### src/rtl/eggtimer_datapath.sv
// Egg timer countdown datapath: BCD mm:ss counter,
// 1 s prescaler, end-of-time flag and timed alarm.
module eggtimer_datapath #(
    parameter int TICK_DIV  = 100000000,
    parameter int ALARM_SEC = 5
) (
    input  logic       clk,
    input  logic       rst,
    input  logic       load,
    input  logic       start,
    input  logic       countdown,
    input  logic [3:0] set_min_t,
    input  logic [3:0] set_min_o,
    input  logic [3:0] set_sec_t,
    input  logic [3:0] set_sec_o,
    output logic [3:0] min_t,
    output logic [3:0] min_o,
    output logic [3:0] sec_t,
    output logic [3:0] sec_o,
    output logic       zero,
    output logic       endd,
    output logic       alarm,
    output logic       tick
);

    localparam int PW = $clog2(TICK_DIV);
    localparam int AW = (ALARM_SEC > 0) ? $clog2(ALARM_SEC + 1) : 1;
    localparam logic [PW-1:0] P_LAST = PW'(TICK_DIV - 1);
    localparam logic [AW-1:0] A_MAX = AW'(ALARM_SEC);
    localparam logic ALARM_EN = (ALARM_SEC > 0);

    logic [PW-1:0] presc;
    logic [AW-1:0] acnt;
    logic [AW-1:0] acnt_nxt;
    logic          wrap_q;
    logic          wrap;
    logic          run;
    logic          one_left;
    logic          hit_end;
    logic [3:0]    nxt_min_t;
    logic [3:0]    nxt_min_o;
    logic [3:0]    nxt_sec_t;
    logic [3:0]    nxt_sec_o;

    function automatic logic [3:0] clamp(input logic [3:0] d,
                                         input logic [3:0] lim);
        return (d > lim) ? lim : d;
    endfunction

    assign zero     = (min_t == 4'd0) && (min_o == 4'd0) &&
                      (sec_t == 4'd0) && (sec_o == 4'd0);
    assign one_left = (min_t == 4'd0) && (min_o == 4'd0) &&
                      (sec_t == 4'd0) && (sec_o == 4'd1);
    assign wrap     = (presc == P_LAST);
    assign run      = countdown | alarm;
    // End-of-time: already at 00:00, or reaching it on this wrap.
    assign hit_end  = countdown & (zero | (wrap & one_left));
    assign acnt_nxt = acnt + AW'(1);

    // BCD count minus one second, borrowing digit to digit.
    always_comb begin
        nxt_min_t = min_t;
        nxt_min_o = min_o;
        nxt_sec_t = sec_t;
        nxt_sec_o = sec_o;
        if (sec_o == 4'd0) begin
            nxt_sec_o = 4'd9;
            if (sec_t == 4'd0) begin
                nxt_sec_t = 4'd5;
                if (min_o == 4'd0) begin
                    nxt_min_o = 4'd9;
                    nxt_min_t = min_t - 4'd1;
                end else begin
                    nxt_min_o = min_o - 4'd1;
                end
            end else begin
                nxt_sec_t = sec_t - 4'd1;
            end
        end else begin
            nxt_sec_o = sec_o - 4'd1;
        end
    end

    // Count, prescaler, tick and end/alarm state, priority load > start > run.
    always_ff @(posedge clk or negedge rst) begin
        if (!rst) begin
            min_t  <= 4'd0;
            min_o  <= 4'd0;
            sec_t  <= 4'd0;
            sec_o  <= 4'd0;
            presc  <= '0;
            acnt   <= '0;
            wrap_q <= 1'b0;
            tick   <= 1'b0;
            endd   <= 1'b0;
            alarm  <= 1'b0;
        end else if (load) begin
            min_t  <= clamp(set_min_t, 4'd9);
            min_o  <= clamp(set_min_o, 4'd9);
            sec_t  <= clamp(set_sec_t, 4'd5);
            sec_o  <= clamp(set_sec_o, 4'd9);
            presc  <= '0;
            acnt   <= '0;
            wrap_q <= 1'b0;
            tick   <= 1'b0;
            endd   <= 1'b0;
            alarm  <= 1'b0;
        end else if (start) begin
            presc  <= '0;
            wrap_q <= 1'b0;
            tick   <= wrap_q;
        end else begin
            tick   <= wrap_q;
            wrap_q <= 1'b0;
            if (run) begin
                presc <= wrap ? '0 : presc + PW'(1);
                if (wrap && countdown) begin
                    wrap_q <= 1'b1;
                    if (!zero) begin
                        min_t <= nxt_min_t;
                        min_o <= nxt_min_o;
                        sec_t <= nxt_sec_t;
                        sec_o <= nxt_sec_o;
                    end
                end
                if (wrap && alarm) begin
                    acnt <= acnt_nxt;
                    if (acnt_nxt == A_MAX) begin
                        alarm <= 1'b0;
                    end
                end
            end
            if (hit_end) begin
                endd <= 1'b1;
                if (!endd && ALARM_EN) begin
                    alarm <= 1'b1;
                    acnt  <= '0;
                end
            end
        end
    end

endmodule

### config.mk
export PLATFORM = sky130hd
export DESIGN_NAME = eggtimer_datapath
export DESIGN_NICKNAME = d
export VERILOG_FILES = /design/src/rtl/eggtimer_datapath.sv
export SDC_FILE = /design/constraint.sdc
export NUM_CORES = 1
export LEC_CHECK = 0
export CORE_MARGIN = 2
export CORE_UTILIZATION = 59
export CTS_CLUSTER_SIZE = 24
export DETAILED_ROUTE_END_ITERATION = 10
export GPL_TIMING_DRIVEN = 0
export PLACE_DENSITY = 0.82
export SKIP_CTS_REPAIR_TIMING = 1
export SLEW_MARGIN = 20
export SYNTH_ARGS = -nofsm -noshare
export SYNTH_HDL_FRONTEND = slang
export SYNTH_SLANG_ARGS = --single-unit
### constraint.sdc
create_clock -name clk -period 4.67 [get_ports clk]
set_input_delay 0.934 -clock clk [delete_from_list [all_inputs] [get_ports clk]]
set_output_delay 0.934 -clock clk [all_outputs]
set_load 0.01 [all_outputs]
# --- Word level (Yosys, flattened, before mapping) ---
# Index checks and enable logic that the tools add are counted.
word_totals:
  reg_bits: 50
  inputBits: 21
  out_inout_bits: 20
classes:
  n_addsub: 6
  order_cmp: 4
  n_eq_ne: 5
  muxes: 58
  n_bitwise: 4
  n_reduce_logical: 22
ops:
  columns: ["cell", "count"]
  rows:
  - ["two-way mux 4 bit", 33]
  - ["two-way mux 27 bit", 4]
  - ["adder 27 x 1 -> 27 bit (second input constant)", 1]
  - ["equality test 27 bit (second input constant)", 1]
  - ["two-way mux 3 bit", 6]
  - ["logical NOT 4 bit", 4]
  - ["subtractor 4 x 1 -> 4 bit (second input constant)", 4]
  - ["two-way mux 1 bit", 15]
  - ["> comparator 4 bit (second input constant)", 3]
  - ["nonzero test 2 bit", 6]
  - ["AND reduction 7 bit", 1]
  - ["logical AND 1 bit", 6]
  - ["AND reduction 6 bit", 1]
  - ["AND reduction 5 bit", 1]
  - ["equality test 4 x 1 -> 1 bit (second input constant)", 1]
  - ["> comparator 4 x 3 -> 1 bit (second input constant)", 1]
  - ["inequality test 2 bit (second input constant)", 2]
  - ["AND reduction 4 bit", 1]
  - ["adder 3 x 1 -> 3 bit (second input constant)", 1]
  - ["equality test 3 bit (second input constant)", 1]
  - ["nonzero test 3 bit", 1]
  - ["bitwise AND 1 bit", 2]
  - ["bitwise OR 1 bit", 2]
  - ["AND reduction 2 bit", 1]

# --- Logic depth before layout (Yosys ltp) ---
# Gate-level depths: netlist of the first run.
depth:
  ltp_word: 10
  ltp_mapped: 8
  mapped_depth_nobuf: 7

# --- Worst setup path before layout of the first run ---
# No wires, ideal clock.
synth_path:
  path_type: "in2reg"
  start: "input countdown"
  end: "register sec_t[2]"
  setup_ps: 124
  arrival_time_ps: 2844
  path_slack_ps: 1702
  path_stages: 8
  cell_sequence: "buf_4 -> or3b_1 -> or4_1 -> buf_2 -> or2_1 -> buf_6 -> o41a_1 -> o31a_1"
synth_via:
  elab_chain_len: 3
  word_cells_on_any_way: 5
  cone_classes: "bitwise (1); reduce/logical (4)"
synth_rtl:
  columns: ["element", "line_no", "rtl"]
  rows:
  - ["start, declared", "11", "input logic countdown,"]
  - ["bitwise OR 1 bit / logical AND 1 bit (equally long branches)", "55, 117", null]
  - ["nonzero test 2 bit (no source line)", null, null]
  - ["AND reduction 5 bit (no source line) *", null, null]
  - ["end signal, assigned", "100", "sec_t <= clamp(set_sec_t, 4'd5);"]
  - ["end signal, assigned", "122", "sec_t <= nxt_sec_t;"]
  - ["end, declared", "18", "output logic [3:0] sec_t,"]
# Mark *: on every way between the ends. The rest lies on a longest branch, timed or not.
# A chain may end at the register's enable or synchronous reset.

# --- Worst setup path in the final report of the first run ---
layout_path:
  start: "register sec_t[0]"
  end: "output zero"
layout_via:
  elab_chain_len: 3
layout_rtl:
  columns: ["element", "line_no", "rtl"]
  rows:
  - ["logical NOT 4 bit", "51", "(sec_t == 4'd0) && (sec_o == 4'd0);"]
  - ["logical AND 1 bit", "50", "assign zero = (min_t == 4'd0) && (min_o == 4'd0) &&"]
  - ["logical AND 1 bit", "51", null]
  - ["end, declared", "20", "output logic zero,"]
# No other way between the ends.

==> reports/results.txt, run 1 <==
FF/Latch Area - 1250 µm²
DR vias - 2619
post-DP HPWL - 5030 µm
maximum root-to-sink buffer count - 2
CP Max Fanout - 7
core area - 4720 µm²
CTS Buf Count - 5
I/O Buffers - 39
drt first pass iters - 8
CTS sink count - 50
Synth Area in Simple Gates - 0.276
Mapped Area - 2880 µm²
FILL cells - 360
largest net degree at the start of global routing - 27
Rel. slew slack - 0.360
Seq pwr share - 0.519
dpl cell area - 3370 µm²
Synth Area in Compound Gates - 0.138
hold path start - wrap_q$_DFF_PN0_
Die Span X - 73.9 µm
register bit total from synthesis - 50
placed cells - 421
Tot Pwr - 886 µW
CP arrival - 2.87 ns
Synth area leaders - dfrtp_1 43%, xor2_1 5.5%, nor2_1 4.7%
Ys Warns - 0
layout cells sized above 1 - 0.0497
R2R Setup Slk - 1.91 ns
number of max-cap violations - 0
Slew Limit Fails - 0
Synth Area in Adders - 0.0217
Worst Tran Pin Value - 0.952 ns
Syn Nets - 340
clock slew at reported path FFs - 0.09 ns
most used flip-flop cell after synthesis - dfrtp_1
WP data required - 3.74 ns
Net Sw Power - 225 µW
Power Internal - 661 µW
Area growth syn-to-layout - 21.1%
initial antenna violation count - 0
setup tns final - 0 ns
starting density of the core - 0.610
status - completed
Pwr Density - 254 nW/µm²
minimum hold slack - 0.487 ns
first-pass GRT wire length - 11600 µm
CP endpoint - zero
Tcrit/Tclk final - 0.815
largest family of logic cells by synthesized area - simple AND/OR/NAND/NOR gates
Final ANT Viol Nets - 0
final hold vios - 0
Top Ports - 41
Setup crit start - sec_t[0]$_DFFE_PN0P_
routability cong. - 0.922
kind of end point of the critical path - output port
multiplexer area fraction after synthesis - 0.0182
Synth Area per Inst - 9.18 µm²
RR Endpoint - presc[13]$_DFFE_PN0P_
fmax - 0.263 GHz
Netlist cell types - 52
VDD IR max - 0.179 mV
Combinational Power Share - 0.126
final wirelength - 6810 µm
most frequent cell after synthesis - dfrtp_1
Gate Count Post-Synth - 314
top cell type's share of synthesized area - 0.434
min-delay worst type - register to register
startpoint class of the critical path - register
final instance area - 3490 µm²
final setup skew - 0.00780 ns
clock network fraction of total power - 0.355
H-tree level count - 2
Sw Ratio - 0.254
R2R Path Start - presc[8]$_DFFE_PN0P_
RSZ-0062 raised after global routing - false
Site Rows - 25
area of the multi-input gates - 1540 µm²
Final Setup Violations - 0
Synth async-reset ratio - 1.00
total gr overflow - 0
Leak - 1.31 nW
Die Ht - 73.9 µm
critical path class - register to output port
Nets - 387
root buf cell - clkbuf_8
gr usage total - 0.275
die area - 5460 µm²
average vias per placed instance - 6.10
fin cells - 429
fin crit period - 3.81 ns
Worst R2R Path Depth - 6
synth cell count leaders - 50 x dfrtp_1, 36 x nor2_1, 21 x nand2_1
part of the Yosys area used for sequential elements - 0.434
number of synthesized flops with an enable pin - 0
drt wl/cell - 15.9 µm
clock latency on the worst-skew pair - 0.31 ns
DRC - 0
Synth Area in XOR/XNOR - 0.0790
cell accounting for the most synthesized area - dfrtp_1
DRT iter0 DRCs - 296
CTS tree - yes
number of global-route vias before repair - 2474
Antenna Diode Count - 0
per-stage QoR:
step                      utilization  worst slack (ns)
after global placement          0.711              1.24
after CTS                       0.738             0.929
after detailed placement        0.714              1.21
after global routing            0.739             0.739
after floorplan                     -              1.70
final                           0.739             0.862
metal layers:
layer / track usage / up-vias / share of wire
li1: - / 1260 / -
met1: 0.401 / 1242 / 0.45
met2: 0.424 / 105 / 0.46
met3: 0.0480 / 12 / 0.067
met4: 0.0768 / 0 / 0.015
met5: 0 / - / 0
sequential cells by signal, summed over array words and instances (netlist names):
register	cells
sec_t	4
sec_o	4
alarm	1
acnt	3
wrap_q	1
presc	27
tick	1
min_t	4
min_o	4
endd	1
critical path, stage by stage (launching register included):
cell	delay, ns
dfrtp_1	0.46
nor4_1	0.85
nand3b_1	0.27
nor3b_1	0.37
clkdlybuf4s50_1	0.61
cells in the final DEF, fill, tap and decap left out, types with 11 or more instances in the layout:
master           count
nand2_1             21
nor2_1              36
clkdlybuf4s50_1     38
nor4_1              15
xor2_1              18
clkbuf_1            12
dfrtp_1             50
nand4_1             14
o21ai_0             14
nand3_1             11
nor3_1              13
layout make-up:
cell class / count / share of cell area
inverter: 7 / 0.00753
timing repair buffer: 40 / 0.116
multi-input combinational: 242 / 0.442
sequential: 50 / 0.358
clock inverter: 3 / 0.0125
buffer: 15 / 0.0197
tap: 67 / 0.0240
clock buffer: 5 / 0.0197
how the worst min path moves through the flow:
stage	to	slack (ns)	cells after the start
after floorplan	tick$_DFF_PN0_	0.44	1
after global placement	tick$_DFF_PN0_	0.45	1
after detailed placement	tick$_DFF_PN0_	0.47	1
after CTS	tick$_DFF_PN0_	0.49	1
after global routing	tick$_DFF_PN0_	0.50	1
final	tick$_DFF_PN0_	0.49	1
kinds of logic after synthesis:
logic type	count (synthesis)
muxes	5
buffers and inverters	22
xor gates and xnor gates	26
DFF	50
adders and majority gates	5
AOI/OAI and AO/OA	58
and+or+nand+nor	148
power groups by stage:
stage	clock network, mW	registers (mW)	logic, mW
2_1_floorplan	0	0.470	0.0448
3_3_place_gp	0	0.468	0.108
3_5_place_dp	0	0.468	0.111
4_1_cts	0.314	0.460	0.112
5_1_grt	0.334	0.462	0.124
6_report	0.314	0.460	0.112
Power figures use the tool's default switching activity.
==> run 2: changes to the inputs <==
- CORE_UTILIZATION: 59 -> 49
- PLACE_DENSITY: 0.82 -> 0.73
- clock period: 4.67 -> 3.4 ns (I/O delays scaled with it)
==> run 2 against run 1 <==
Routed wire length increased by 4.7%. Sequential share of layout area about the same. Global-route usage decreased by 4.2 points. Highest routed layer unchanged.
==> reports/results.txt, run 2 (synthesis gave the netlist of run 1 again) <==
WP data required - 2.72 ns (-1.02 ns)
Nets - 386 (-0.26%)
Top Ports - 41 (unchanged)
CTS tree - yes
met1 usage - 0.344 (-0.0563)
Tcrit/Tclk final - 0.974
final worst-path setup slack - 0.0891 ns (-0.773 ns)
grt peak-use layer - met2
Final Setup Violations - 0 (unchanged)
DR vias - 2576 (-1.6%)
I/O Buffers - 39 (unchanged)
CP Max Fanout - 4 (-3)
Site Rows - 27 (+8.0%)
critical path class - register to output port
starting density of the core - 0.514 (-0.0963)
CP arrival - 2.63 ns (-0.24 ns)
largest net degree at the start of global routing - 51 (+89%)
min-delay worst type - primary input to async pin
clock slew at reported path FFs - 0.10 ns (about the same)
Largest register FFs - 27 (unchanged)
layout cells sized above 1 - 0.0526 (+0.00291)
Sw Ratio - 0.255 (+0.00101)
fin crit period - 3.31 ns
Antenna Diode Count - 0 (unchanged)
final hold vios - 0 (unchanged)
root buf cell - clkbuf_8
Leak - 1.29 nW (-1.2%)
FILL cells - 509 (+41%)
commonest non-fill, non-tap cell in the layout - dfrtp_1
number of max-cap violations - 0 (unchanged)
Combinational Power Share - 0.126 (about the same)
gr usage total - 0.233 (-0.0419)
startpoint class of the critical path - register
final setup skew - 0.00665 ns (-0.00115 ns)
H-tree level count - 2 (unchanged)
routability cong. - 0.828 (-10%)
Die Span X - 80.7 µm (+9.2%)
Most flops, register - presc
Final ANT Viol Nets - 0 (unchanged)
die area - 6510 µm² (+19%)
post-DP HPWL - 5170 µm (+2.7%)
DRT iter0 DRCs - 132 (-55%)
first-pass GRT wire length - 11700 µm (+1.1%)
met2 global-route usage - 0.348 (-0.0761)
final wirelength - 7130 µm (+4.7%)
maximum root-to-sink buffer count - 2 (unchanged)
initial antenna violation count - 0 (unchanged)
fin cells - 433 (+0.93%)
DRC - 0 (unchanged)
drt wl/cell - 16.5 µm (+3.7%)
CTS sink count - 50 (unchanged)
Power Internal - 904 µW (+37%)
clock latency on the worst-skew pair - 0.31 ns (about the same)
Area growth syn-to-layout - 21.1% (about the same)
Post-Place Worst Slack - 0.234 ns (-0.973 ns)
VDD IR max - 0.222 mV (+24%)
R2R Path Start - presc[8]$_DFFE_PN0P_
Worst Tran Pin Value - 0.823 ns (-0.129 ns)
total gr overflow - 0 (unchanged)
core area - 5610 µm² (+19%)
number of global-route vias before repair - 2449 (-1.0%)
placed cells - 425 (+0.95%)
Seq pwr share - 0.521 (+0.002)
most frequent cells in the layout - 50 x dfrtp_1, 38 x clkdlybuf4s50_1, 36 x nor2_1
Net Sw Power - 309 µW (+38%)
Rel. slew slack - 0.447 (+0.0876)
average vias per placed instance - 5.95 (-2.6%)
kind of end point of the critical path - output port
Setup crit start - min_t[0]$_DFFE_PN0P_
CTS Buf Count - 5 (unchanged)
Slew Limit Fails - 0 (unchanged)
Worst R2R Path Depth - 6 (unchanged)
Die Ht - 80.7 µm (+9.2%)
status - completed
met3 usage - 0.0393 (-0.00869)
drt first pass iters - 4 (-4)
clock network fraction of total power - 0.352 (-0.003)
Pwr Density - 348 nW/µm² (+37%)
fmax - 0.302 GHz
==> run 2: cell types whose count changed in the layout (fill, tap and decap cells not counted) <==
cell | previous run | this run
buf_12 | 1 | 0
buf_2 | 2 | 1
buf_4 | 1 | 2
clkinv_2 | 1 | 0
clkinvlp_4 | 0 | 2
inv_6 | 1 | 0
nor3b_1 | 2 | 1
nor3b_2 | 0 | 1
nor4_1 | 15 | 14
nor4_2 | 1 | 2
==> run 2: worst paths after layout <==
path	to	slack (ns)
worst min register to register	tick$_DFF_PN0_	0.48
worst max register to register	presc[3]$_DFFE_PN0P_	0.69
worst min-delay path	presc[2]$_DFFE_PN0P_	0.39
max in group asynchronous	min_t[2]$_DFFE_PN0P_	2.58
worst max-delay path	zero	0.09
min in group clk	tick$_DFF_PN0_	0.48
==> run 2: power by group through the flow <==
stage | registers (mW) | logic, mW | clock network (mW)
after floorplan | 0.646 | 0.0616 | 0
after global placement | 0.643 | 0.150 | 0
after detailed placement | 0.643 | 0.153 | 0
after CTS | 0.632 | 0.154 | 0.436
after global routing | 0.636 | 0.169 | 0.457
final | 0.633 | 0.153 | 0.428
==> run 2: routing by layer <==
layer | part of all wire | wire length (µm) | up-vias
li1 | - | - | 1253
met1 | 0.49 | 3480 | 1254
met2 | 0.46 | 3260 | 60
met3 | 0.040 | 283 | 9
met4 | 0.014 | 99 | 0
met5 | 0 | 0 | -
==> run 2: critical path: stages (launching register included) <==
cell and delay [ns]:
dfrtp_1 0.43, inv_1 0.11, ha_1 0.14, or3b_2 0.50, nand3b_1 0.27, nor3b_2 0.31, clkdlybuf4s50_1 0.58
==> run 2: metrics by stage <==
step	TNS, ns	area (µm²)	total power [mW]	utilization	hold slack, ns
after CTS	-0.105	3470	1.22	0.620	0.404
after global routing	-0.0100	3490	1.26	0.623	0.433
final	0	3490	1.21	0.623	0.388
after global placement	0	3360	0.793	0.600	0.453
after floorplan	0	2880	0.708	-	0.384
after detailed placement	0	3360	0.796	0.599	0.475
==> run 2: cell type report <==
cell class,instances,area (µm²),share of cell area
clock buffers,5,68.8,0.0197
flip-flops and latches,50,1250,0.358
well taps,72,90.1,0.0258
repair buffers,39,388,0.111
plain buffers,15,68.8,0.0197
clock inverters,3,45.0,0.0129
inverters,7,26.3,0.00752
multi-input cells,242,1550,0.445
